`config.mk`:
```
export PLATFORM = sky130hd
export DESIGN_NAME = score4_move_driver
export DESIGN_NICKNAME = d
export VERILOG_FILES = /design/src/rtl/score4_move_driver.sv
export SDC_FILE = /design/constraint.sdc
export NUM_CORES = 1
export LEC_CHECK = 0
export CORE_MARGIN = 2
export CORE_UTILIZATION = 30
export DETAILED_ROUTE_END_ITERATION = 10
export SLEW_MARGIN = 25
export SYNTH_ARGS = -nofsm -noshare
export SYNTH_HDL_FRONTEND = slang
export SYNTH_SLANG_ARGS = --single-unit
```
`constraint.sdc`:
```
create_clock -name clk -period 3.75 [get_ports clk]
set_clock_uncertainty 0.15 [all_clocks]
set_input_delay 0.9375 -clock clk [delete_from_list [all_inputs] [get_ports clk]]
set_output_delay 0.9375 -clock clk [all_outputs]
set_load 0.01 [all_outputs]
```
`src/rtl/score4_move_driver.sv`:
```
// score4_move_driver: turns a target-column request into timed left/right/put button presses
// for the score4 game controller, tracking the game cursor and reporting rejected moves.
module score4_move_driver #(
   parameter int PRESS_CYC = 2,
   parameter int GAP_CYC   = 4
) (
   input  logic       clk,
   input  logic       rst,
   input  logic       req_valid,
   input  logic [2:0] req_col,
   output logic       req_ready,
   input  logic       halted,
   input  logic       sync_home,
   input  logic       invalid_move,
   output logic       left,
   output logic       right,
   output logic       put,
   output logic       done,
   output logic       resp_invalid,
   output logic [2:0] cursor
);
   typedef enum logic [2:0] {IDLE, CALC, BTN_HI, BTN_LO, PUT_HI, PUT_LO, DONE} state_t;
   state_t state, state_n;
   logic [2:0] col;
   logic [3:0] cnt, sum, d;
   logic [1:0] moves, moves_calc;
   logic dir_left, pending, sticky, bad_col, cnt_zero;

   assign req_ready    = state == IDLE && !halted;
   assign left         = state == BTN_HI && dir_left;
   assign right        = state == BTN_HI && !dir_left;
   assign put          = state == PUT_HI;
   assign done         = state == DONE;
   assign resp_invalid = done && sticky;

   always_comb begin
      sum        = {1'b0, col} + 4'd7 - {1'b0, cursor};
      d          = sum >= 4'd7 ? sum - 4'd7 : sum;
      moves_calc = d >= 4'd4 ? 2'(4'd7 - d) : d[1:0];
      bad_col    = col == 3'd7;
      cnt_zero   = cnt == 4'd0;
      state_n    = state;
      case (state)
         IDLE:    state_n = req_valid && req_ready ? CALC : IDLE;
         // a rejected column lingers one extra CALC cycle so done lands two edges after acceptance
         CALC:    state_n = bad_col ? (cnt_zero ? CALC : DONE) : (moves_calc != 2'd0 ? BTN_HI : PUT_HI);
         BTN_HI:  state_n = cnt_zero ? BTN_LO : BTN_HI;
         BTN_LO:  state_n = cnt_zero ? (moves != 2'd0 ? BTN_HI : PUT_HI) : BTN_LO;
         PUT_HI:  state_n = cnt_zero ? PUT_LO : PUT_HI;
         PUT_LO:  state_n = cnt_zero ? DONE : PUT_LO;
         default: state_n = IDLE;
      endcase
   end

   always_ff @(posedge clk or posedge rst)
      if (rst) state <= IDLE;
      else     state <= state_n;

   always_ff @(posedge clk or posedge rst) begin
      if (rst) begin
         cnt      <= 4'd0;
         col      <= 3'd0;
         moves    <= 2'd0;
         dir_left <= 1'b0;
         sticky   <= 1'b0;
         pending  <= 1'b0;
         cursor   <= 3'd0;
      end else begin
         cnt <= state_n != state ?
                   (state_n == BTN_HI || state_n == PUT_HI ? 4'(PRESS_CYC - 1) :
                    state_n == BTN_LO || state_n == PUT_LO ? 4'(GAP_CYC - 1) : 4'd0) :
                state == CALC ? 4'd1 : cnt - 4'd1;
         if (state == IDLE && state_n == CALC) col <= req_col;
         if (state == CALC) begin
            moves    <= moves_calc;
            dir_left <= d >= 4'd4;
         end
         if (state == CALC && bad_col) sticky <= 1'b1;
         else if (state_n == PUT_HI && state != PUT_HI) sticky <= 1'b0;
         else if (state == PUT_LO && invalid_move) sticky <= 1'b1;
         if (state == IDLE) begin
            if (sync_home) cursor <= 3'd0;
         end else if (state == DONE) begin
            if (pending || sync_home) cursor <= 3'd0;
            pending <= 1'b0;
         end else begin
            if (sync_home) pending <= 1'b1;
            if (state == BTN_HI && state_n == BTN_LO) begin
               moves  <= moves - 2'd1;
               cursor <= dir_left ? (cursor == 3'd0 ? 3'd6 : cursor - 3'd1)
                                  : (cursor == 3'd6 ? 3'd0 : cursor + 3'd1);
            end
         end
      end
   end
endmodule

```
=== Word level (Yosys, flattened, before mapping) ===
Cells that the tools add are included.

* Add/sub/neg operators: 8
* Magnitude comparators: 2
* Equal/unequal tests: 17
* Muxes and demuxes: 33
* Bitwise gates (word level): 1
* Reductions and logical operators: 25

{| class="wikitable"
|+ Operators by type and width
! cell !! count
|-
| 3-bit 2-to-1 mux || 13
|-
| 3-bit == test (second input constant) || 7
|-
| 3-bit case mux with 6 select lines || 1
|-
| 2-bit 2-to-1 mux || 8
|-
| 3-bit by 2-bit == test with 1-bit output (second input constant) || 4
|-
| 4-bit 2-to-1 mux || 3
|-
| 1-bit logical AND || 10
|-
| 4-bit by 3-bit greater-or-equal comparator with 1-bit output (second input constant) || 2
|-
| 1-bit 2-to-1 mux || 8
|-
| 3-bit by 1-bit == test with 1-bit output (second input constant) || 2
|-
| 3-bit zero test || 2
|-
| 2-bit nonzero test || 3
|-
| 3-bit nonzero test || 2
|-
| 3-bit by 3-bit adder with 4-bit output (second input constant) || 1
|-
| 4-bit zero test || 1
|-
| 4-bit by 1-bit subtractor with 4-bit output (second input constant) || 1
|-
| 4-bit by 3-bit subtractor with 4-bit output || 1
|-
| 4-bit by 3-bit subtractor with 4-bit output (second input constant) || 1
|-
| 3-bit by 1-bit adder with 3-bit output (second input constant) || 1
|-
| 1-bit logical OR || 3
|-
| 3-bit by 1-bit != test with 1-bit output (second input constant) || 1
|-
| 3-bit != test || 1
|-
| 3-bit != test (second input constant) || 1
|-
| 3-bit AND reduction || 1
|-
| 7 further kinds || 8
|}

* Register bits: 18
* Word-level logic and storage cells: 94

=== Logic depth before layout (Yosys ltp) ===
Gate-level depths: netlist of run 1.

* Depth after elaboration: 15
* Mapped depth: 14

=== Worst setup path after synthesis of run 1 ===
Ideal clock, no wire load.

* Path type: reg2reg
* Start point: register cursor[0]
* End point: register sticky
* Setup time: 0.127 ns
* Data arrival time: 3.057 ns
* Path slack: 0.416 ns
* Stages on the path, launching flop included: 14
* Buffers on the path: 1
* Clock period less this slack: 3.334 ns
* Cells stage by stage: dfrtp_1 > inv_1 > ha_1 > inv_1 > fa_1 > inv_1 > ha_1 > buf_4 > or4_1 > o32a_1 > o211ai_2 > a31oi_2 > o32a_1 > o2bb2ai_1

* Longest elaborated chain between the ends: 13

{| class="wikitable"
|+ RTL lines
! element !! line !! RTL
|-
| from (decl) || 20 || <nowiki>output logic [2:0] cursor</nowiki>
|-
| from (signal assigned) || 90 || <nowiki>cursor <= dir_left ? (cursor == 3'd0 ? 3'd6 : cursor - 3'd1)</nowiki>
|-
| 4-bit by 3-bit subtractor with 4-bit output * || 37 || <nowiki>sum = {1'b0, col} + 4'd7 - {1'b0, cursor};</nowiki>
|-
| 4-bit by 3-bit subtractor with 4-bit output or 4-bit by 3-bit greater-or-equal comparator with 1-bit output (tied branches) || 38 || <nowiki>d = sum >= 4'd7 ? sum - 4'd7 : sum;</nowiki>
|-
| 4-bit 2-to-1 mux * || 38 ||
|-
| 4-bit by 3-bit greater-or-equal comparator with 1-bit output or 2-bit subtractor (tied branches) || 39 || <nowiki>moves_calc = d >= 4'd4 ? 2'(4'd7 - d) : d[1:0];</nowiki>
|-
| 2-bit 2-to-1 mux * || 39 ||
|-
| 2-bit nonzero test * || 46 || <nowiki>CALC: state_n = bad_col ? (cnt_zero ? CALC : DONE) : (moves_calc != 2'd0 ? BTN_HI : PUT_HI);</nowiki>
|-
| 3-bit 2-to-1 mux * (2 in a row) || 46 ||
|-
| 3-bit case mux with 6 select lines * || 43 || <nowiki>case (state)</nowiki>
|-
| 3-bit == test * || 79 || <nowiki>else if (state_n == PUT_HI && state != PUT_HI) sticky <= 1'b0;</nowiki>
|-
| 1-bit logical AND * || 79 ||
|-
| 1-bit 2-to-1 mux || 79 ||
|-
| 1-bit 2-to-1 mux || 78 || <nowiki>if (state == CALC && bad_col) sticky <= 1'b1;</nowiki>
|-
| to (signal assigned) || 78 ||
|-
| to (signal assigned) || 79 ||
|-
| to (signal assigned) || 80 || <nowiki>else if (state == PUT_LO && invalid_move) sticky <= 1'b1;</nowiki>
|-
| to (decl) || 27 || <nowiki>logic dir_left, pending, sticky, bad_col, cnt_zero;</nowiki>
|}

Mark *: on every way between the ends. The rest lies on a longest branch, timed or not.
A chain may end at the register's enable or synchronous reset.

=== Final worst setup path of run 1 ===
Ends and elaborated chain as after synthesis.

==> out/summary.txt, run 1 <==
status: finished, final reports clean
Clock Tree Root: clkbuf_8
pre-CTS setup slack: 0.265 ns
first-pass GRT wire length: 6780 um
CP required: 3.74 ns
GRT Residual Overflow: 0
final core utilization: 0.357
FMAX: 288 MHz
Sink Count: 18
Antenna Cells: 0
layer with the highest usage: met2
#FFs+latches synth: 18
Worst R2R Path Depth: 12
Seq/Total Area, Yosys: 0.260
final setup fails: 0
1st-pass router iterations: 4
Final WS setup: 0.277 ns
Worst Path Arrival: 3.46 ns
post-synth cell types: 58
Setup crit end: sticky$_DFFE_PP0P_
CP Class: reg2reg
vias in the first global route: 1408
Max Buffers Root-to-Sink: 2
HPWL after DPL: 3080 um
final hold vios: 0
synth warn: 0
PortBufs: 17
Cell Area, Synth: 0.00173 mm^2
Synth top area share: 0.260
FP Rows: 27
Final Max Slew Viols: 0
layout cells sized above 1: 0.0885
Syn-to-layout area delta: 14.3%
Starting Density: 0.312
DRC viols: 0
CP max FO: 8
Post-DRT Antenna Nets: 0
CTS-repair resized insts: 0
initial DRC count: 87
r2r startpoint: cursor[0]$_DFFE_PP0P_
FF-to-FF setup slack: 0.28 ns
unrepaired setup endpoints after global routing: no
EDFF count, synth: 0
syn_nets: 239
nets: 249
type of the worst min-delay path: reg2reg
met3 Use GR: 0.0102
worst skew pair latency: 0.26 ns
met1 Usage GRT: 0.176
Global Route met2 Usage: 0.228
worst hold margin: 0.375 ns
final WL: 4120 um
Die Wd: 79.9 um
Synth area leader: dfrtp_1
CP Launch Type: flop
Routed WL per cell: 13.8 um
Tot GR Track Use: 0.133
vias per cell: 5.20
largest net degree at the start of global routing: 20
# Post-CTS Setup Buffers: 0
Worst slew margin: 0.513
Tightest Pin Transition: 0.730 ns
Synth Area per Inst: 7.97 um^2
core area: 0.00554 mm^2
Tmin final: 3.47 ns
Setup crit end kind: flop
clk slew on worst S/H paths: 0.08 ns
total CTS buffers: 3
Post-synth ARST share: 1.00
CP Launch Point: cursor[0]$_DFFE_PP0P_
final setup TNS: 0 ns
Tcrit/Tclk final: 0.926
Die Height: 79.9 um
Worst R2R End: sticky$_DFFE_PP0P_
GP Congestion: 0.928
total number of vias: 1549
initial antenna violation count: 0
Max Cap Viol: 0
prevailing post-synth register cell: dfrtp_1
CTS tree: built
CTS H-Tree Depth: 1
Syn Inst Count: 217
synth top area cells: dfrtp_1, ha_1, nor2_1
I/O pin count: 18
cts hold-fix bufs: 0
die area: 0.00639 mm^2
[layer usage]
metal  part of all wire  vias up  wire [um]
li1                   -      797          -
met1               0.49      730       2020
met2               0.48       17       1960
met3              0.019        5         78
met4              0.013        0         53
met5                  0        -          0
[synthesized netlist by cell type, drive strengths merged (2+ instances only)]
master   n
nor2    24
nand2   21
a21oi   18
dfrtp   18
inv     15
o21ai   15
ha      12
buf      9
clkbuf   6
nor3     6
xnor2    6
a31oi    4
and2     4
and3     4
o211ai   4
a211oi   3
mux2     3
mux2i    3
nand2b   3
nand3    3
o22ai    3
o31ai    3
a211o    2
a311oi   2
nor4     2
o32a     2
or4      2
[final cells by class]
cell class / count / area (um^2)
repair buffers: 20 / 193
flip-flops and latches: 18 / 450
fillers: 575 / 3560
well taps: 72 / 90.1
clock buffers: 4 / 55.1
multi-input cells: 169 / 1130
inverters: 15 / 58.8
[flip-flops by register name, indices dropped and copies added, names as in the netlist]
signal	cells
state	3
col	3
moves	2
dir_left	1
cnt	4
cursor	3
pending	1
sticky	1
[critical path: stages (launching register included)]
cell	delay, ns
dfrtp_1	0.45
inv_1	0.17
ha_1	0.17
inv_1	0.05
fa_2	0.60
inv_1	0.10
ha_1	0.36
or4_1	0.48
o32a_1	0.19
o211ai_2	0.07
a31oi_2	0.08
o32a_1	0.34
o2bb2ai_1	0.12
[worst min-delay path by stage]
stage                                   start                   to  slack, ns  cells past startpoint
after global placement    pending$_DFFE_PP0P_  pending$_DFFE_PP0P_       0.35                      2
after global routing       sticky$_DFFE_PP0P_   sticky$_DFFE_PP0P_       0.40                      1
after detailed placement  pending$_DFFE_PP0P_  pending$_DFFE_PP0P_       0.36                      2
final                     pending$_DFFE_PP0P_  pending$_DFFE_PP0P_       0.38                      2
after floorplan           pending$_DFFE_PP0P_  pending$_DFFE_PP0P_       0.31                      2
after CTS                 pending$_DFFE_PP0P_  pending$_DFFE_PP0P_       0.38                      2
[logic make-up after synthesis]
kind of cell / Yosys count / share of synthesized area
buf+inv: 30 / 0.0883
mux: 6 / 0.0369
xor+xnor: 7 / 0.0355
compound gates: 65 / 0.259
simple gates: 78 / 0.221
flops: 18 / 0.260
fa+ha+maj: 13 / 0.0984
[stage by stage]
step | instances | cell area (um^2)
final | 298 | 1980
after CTS | 298 | 1970
after floorplan | 217 | 1730
after detailed placement | 294 | 1920
after global routing | 298 | 1980
after global placement | 294 | 1920
[layout by cell type (no fill, tap or decap), drive strengths merged, types with 2 or more instances in the layout]
cell type      instances
nor3                   6
o31ai                  3
o22ai                  3
a21oi                 18
a31oi                  4
and3                   4
o211ai                 4
nand2b                 3
o21ai                 15
clkbuf                 4
nor4                   2
and2                   4
buf                    3
dfrtp                 18
nor2                  24
mux2                   3
a211oi                 3
o32a                   2
a211o                  2
or4                    2
mux2i                  3
ha                    12
inv                   15
nand2                 21
a311oi                 2
nand3                  3
xnor2                  6
clkdlybuf4s50         17
Power of run 1 is left out: the tool's default activity adds up to more than one toggle a clock period on the data nets, which glitch-free logic cannot reach.
==> run 2, diff against run 1 <==
==> constraint.sdc (replaced) <==
create_clock -name clk -period 3.25 [get_ports clk]
set_clock_uncertainty 0.15 [all_clocks]
set_input_delay 0.8125 -clock clk [delete_from_list [all_inputs] [get_ports clk]]
set_output_delay 0.8125 -clock clk [all_outputs]
set_load 0.05 [all_outputs]
==> out/summary.txt, run 2 (synthesis gave the netlist of run 1 again) <==
vias in the first global route: 1457 (+3.5%)
CP top delay family: adder cells
CP Class: reg2reg
CTS tree: built
Syn-to-layout area delta: 19.5%
type of the worst min-delay path: reg2reg
Tot GR Track Use: 0.138 (+0.00522)
initial antenna violation count: 0 (unchanged)
cts hold-fix bufs: 0 (unchanged)
Die Height: 79.9 um (unchanged)
GRT Residual Overflow: 0 (unchanged)
worst skew pair latency: 0.25 ns (about the same)
final hold vios: 0 (unchanged)
Clock Tree Root: clkbuf_8
crit-path cells: inv_4 -> ha_4 -> inv_1 -> fa_2 -> inv_2 -> ha_4 -> or4_1 -> o32a_1 -> o211ai_2 -> a31oi_2 -> o32a_1 -> a31oi_1
clk slew on worst S/H paths: 0.08 ns (about the same)
placed instance area: 0.00200 mm^2 (+4.4%)
unrepaired setup endpoints after global routing: no
slowest CP cell: fa_2
Tcrit/Tclk final: 0.945 (+0.0186)
FF-to-FF setup slack: 0.18 ns (-0.10 ns)
met3 Use GR: 0.00679 (-0.00339)
FP Rows: 27 (unchanged)
Tightest Pin Transition: 0.727 ns (-0.00284 ns)
Global Route met2 Usage: 0.230 (+0.00250)
final setup fails: 0 (unchanged)
# Post-CTS Setup Buffers: 0 (unchanged)
Worst R2R End: cnt[0]$_DFF_PP0_
pre-CTS setup slack: 0.0888 ns (-0.177 ns)
CTS-repair resized insts: 0 (unchanged)
FMAX: 326 MHz (+13%)
Antenna Cells: 0 (unchanged)
CP Launch Point: cursor[0]$_DFFE_PP0P_
Max Cap Viol: 0 (unchanged)
number of flip-flops in the largest register: 4 (unchanged)
Worst R2R Path Depth: 12 (unchanged)
Final Max Slew Viols: 0 (unchanged)
Starting Density: 0.312 (unchanged)
first-pass GRT wire length: 7020 um (+3.5%)
Routed WL per cell: 13.7 um (-0.85%)
HPWL after DPL: 3220 um (+4.6%)
I/O pin count: 18 (unchanged)
CP max FO: 10 (+2)
Setup crit end kind: flop
Filler Cell Count: 577 (+0.35%)
CP Launch Type: flop
nets: 255 (+2.4%)
layout cells sized above 1: 0.142 (+0.0537)
met1 Usage GRT: 0.192 (+0.0162)
Die Wd: 79.9 um (unchanged)
status: finished, final reports clean
r2r startpoint: cursor[0]$_DFFE_PP0P_
Final WS setup: 0.180 ns (-0.0973 ns)
die area: 0.00639 mm^2 (unchanged)
Worst Path Buf+Inv: 3 (unchanged)
leading cell type in the layout, fill and taps excluded: nor2_1
GP Congestion: 0.827 (-11%)
vias per cell: 5.19 (-0.20%)
final WL: 4160 um (+1.1%)
Critical Path Max Stage Delay: 0.55 ns (-0.05 ns)
initial DRC count: 132 (+52%)
core area: 0.00554 mm^2 (unchanged)
fin area: 0.00207 mm^2 (+4.6%)
total CTS buffers: 3 (unchanged)
number of stages on the worst setup path: 12 (unchanged)
Reg with most FFs: cnt
Sink Count: 18 (unchanged)
CP required: 3.28 ns (-0.46 ns)
most frequent cells in the layout: nor2_1, nand2_1, a21oi_1, dfrtp_1, clkdlybuf4s50_1
Tmin final: 3.07 ns (-0.403 ns)
total number of vias: 1577 (+1.8%)
Worst Path Arrival: 3.10 ns (-0.36 ns)
Post-DRT Antenna Nets: 0 (unchanged)
largest net degree at the start of global routing: 19 (-5.0%)
DRC viols: 0 (unchanged)
1st-pass router iterations: 4 (unchanged)
Max Buffers Root-to-Sink: 2 (unchanged)
Worst slew margin: 0.515 (+0.00190)
layer with the highest usage: met2
Setup crit end: cnt[0]$_DFF_PP0_
CTS H-Tree Depth: 1 (unchanged)
PortBufs: 17 (unchanged)
## run 2: changes by cell type in the layout (fill, tap and decap cells not counted), sizes merged
cell           previous run  this run
buf                       3        10
clkdlybuf4s50            17        16
## run 2: through the flow
step	std cells	utilization	setup TNS, ns	hold slack, ns
detailed placement	299	0.362	0	0.347
global placement	299	0.362	0	0.338
floorplan	217	-	-0.0851	0.314
global route	304	0.373	0	0.393
finish	304	0.373	0	0.366
CTS	303	0.372	0	0.368
## run 2: worst register-to-register path: cells and delay by family (launching register included)
family                   cells  cell delay [ns]
adder cells (fa/ha/maj)      3             0.92
AO/OA/AOI/OAI                5             0.82
AND/OR/NAND/NOR              1             0.48
flip-flops                   1             0.44
buffers and inverters        3             0.19
## run 2: worst min path at each step
stage | startpoint | cells past startpoint | slack, ns | end
floorplan | pending$_DFFE_PP0P_ | 2 | 0.31 | pending$_DFFE_PP0P_
global placement | pending$_DFFE_PP0P_ | 2 | 0.34 | pending$_DFFE_PP0P_
detailed placement | pending$_DFFE_PP0P_ | 2 | 0.35 | pending$_DFFE_PP0P_
CTS | pending$_DFFE_PP0P_ | 2 | 0.37 | pending$_DFFE_PP0P_
global route | pending$_DFFE_PP0P_ | 2 | 0.39 | pending$_DFFE_PP0P_
finish | pending$_DFFE_PP0P_ | 2 | 0.37 | pending$_DFFE_PP0P_
## run 2: metal layers
| metal | vias up | wire length, um |
|---|---|---|
| met3 | 2 | 90 |
| met5 | - | 0 |
| met2 | 28 | 2010 |
| li1 | 813 | - |
| met1 | 734 | 2020 |
| met4 | 0 | 34 |
## run 2: final cells by class
cell class,count,area (um^2),area share
timing repair buffer,26,248,0.120
tap,72,90.1,0.0436
clock buffer,4,55.1,0.0267
sequential,18,452,0.219
multi-input combinational,169,1160,0.561
inverter,15,61.3,0.0297
Power of run 2 is left out for the same reason.
==> run 3, diff against run 2 <==
--- a/config.mk
+++ b/config.mk
@@ -8,6 +8,7 @@
 export CORE_MARGIN = 2
 export CORE_UTILIZATION = 30
 export DETAILED_ROUTE_END_ITERATION = 10
+export GPL_ROUTABILITY_DRIVEN = 0
 export SLEW_MARGIN = 25
 export SYNTH_ARGS = -nofsm -noshare
 export SYNTH_HDL_FRONTEND = slang
==> results of run 3 <==
Same layout as run 2: the final DEF is identical, and so are final timing and power.
Power of run 3 is left out for the same reason.
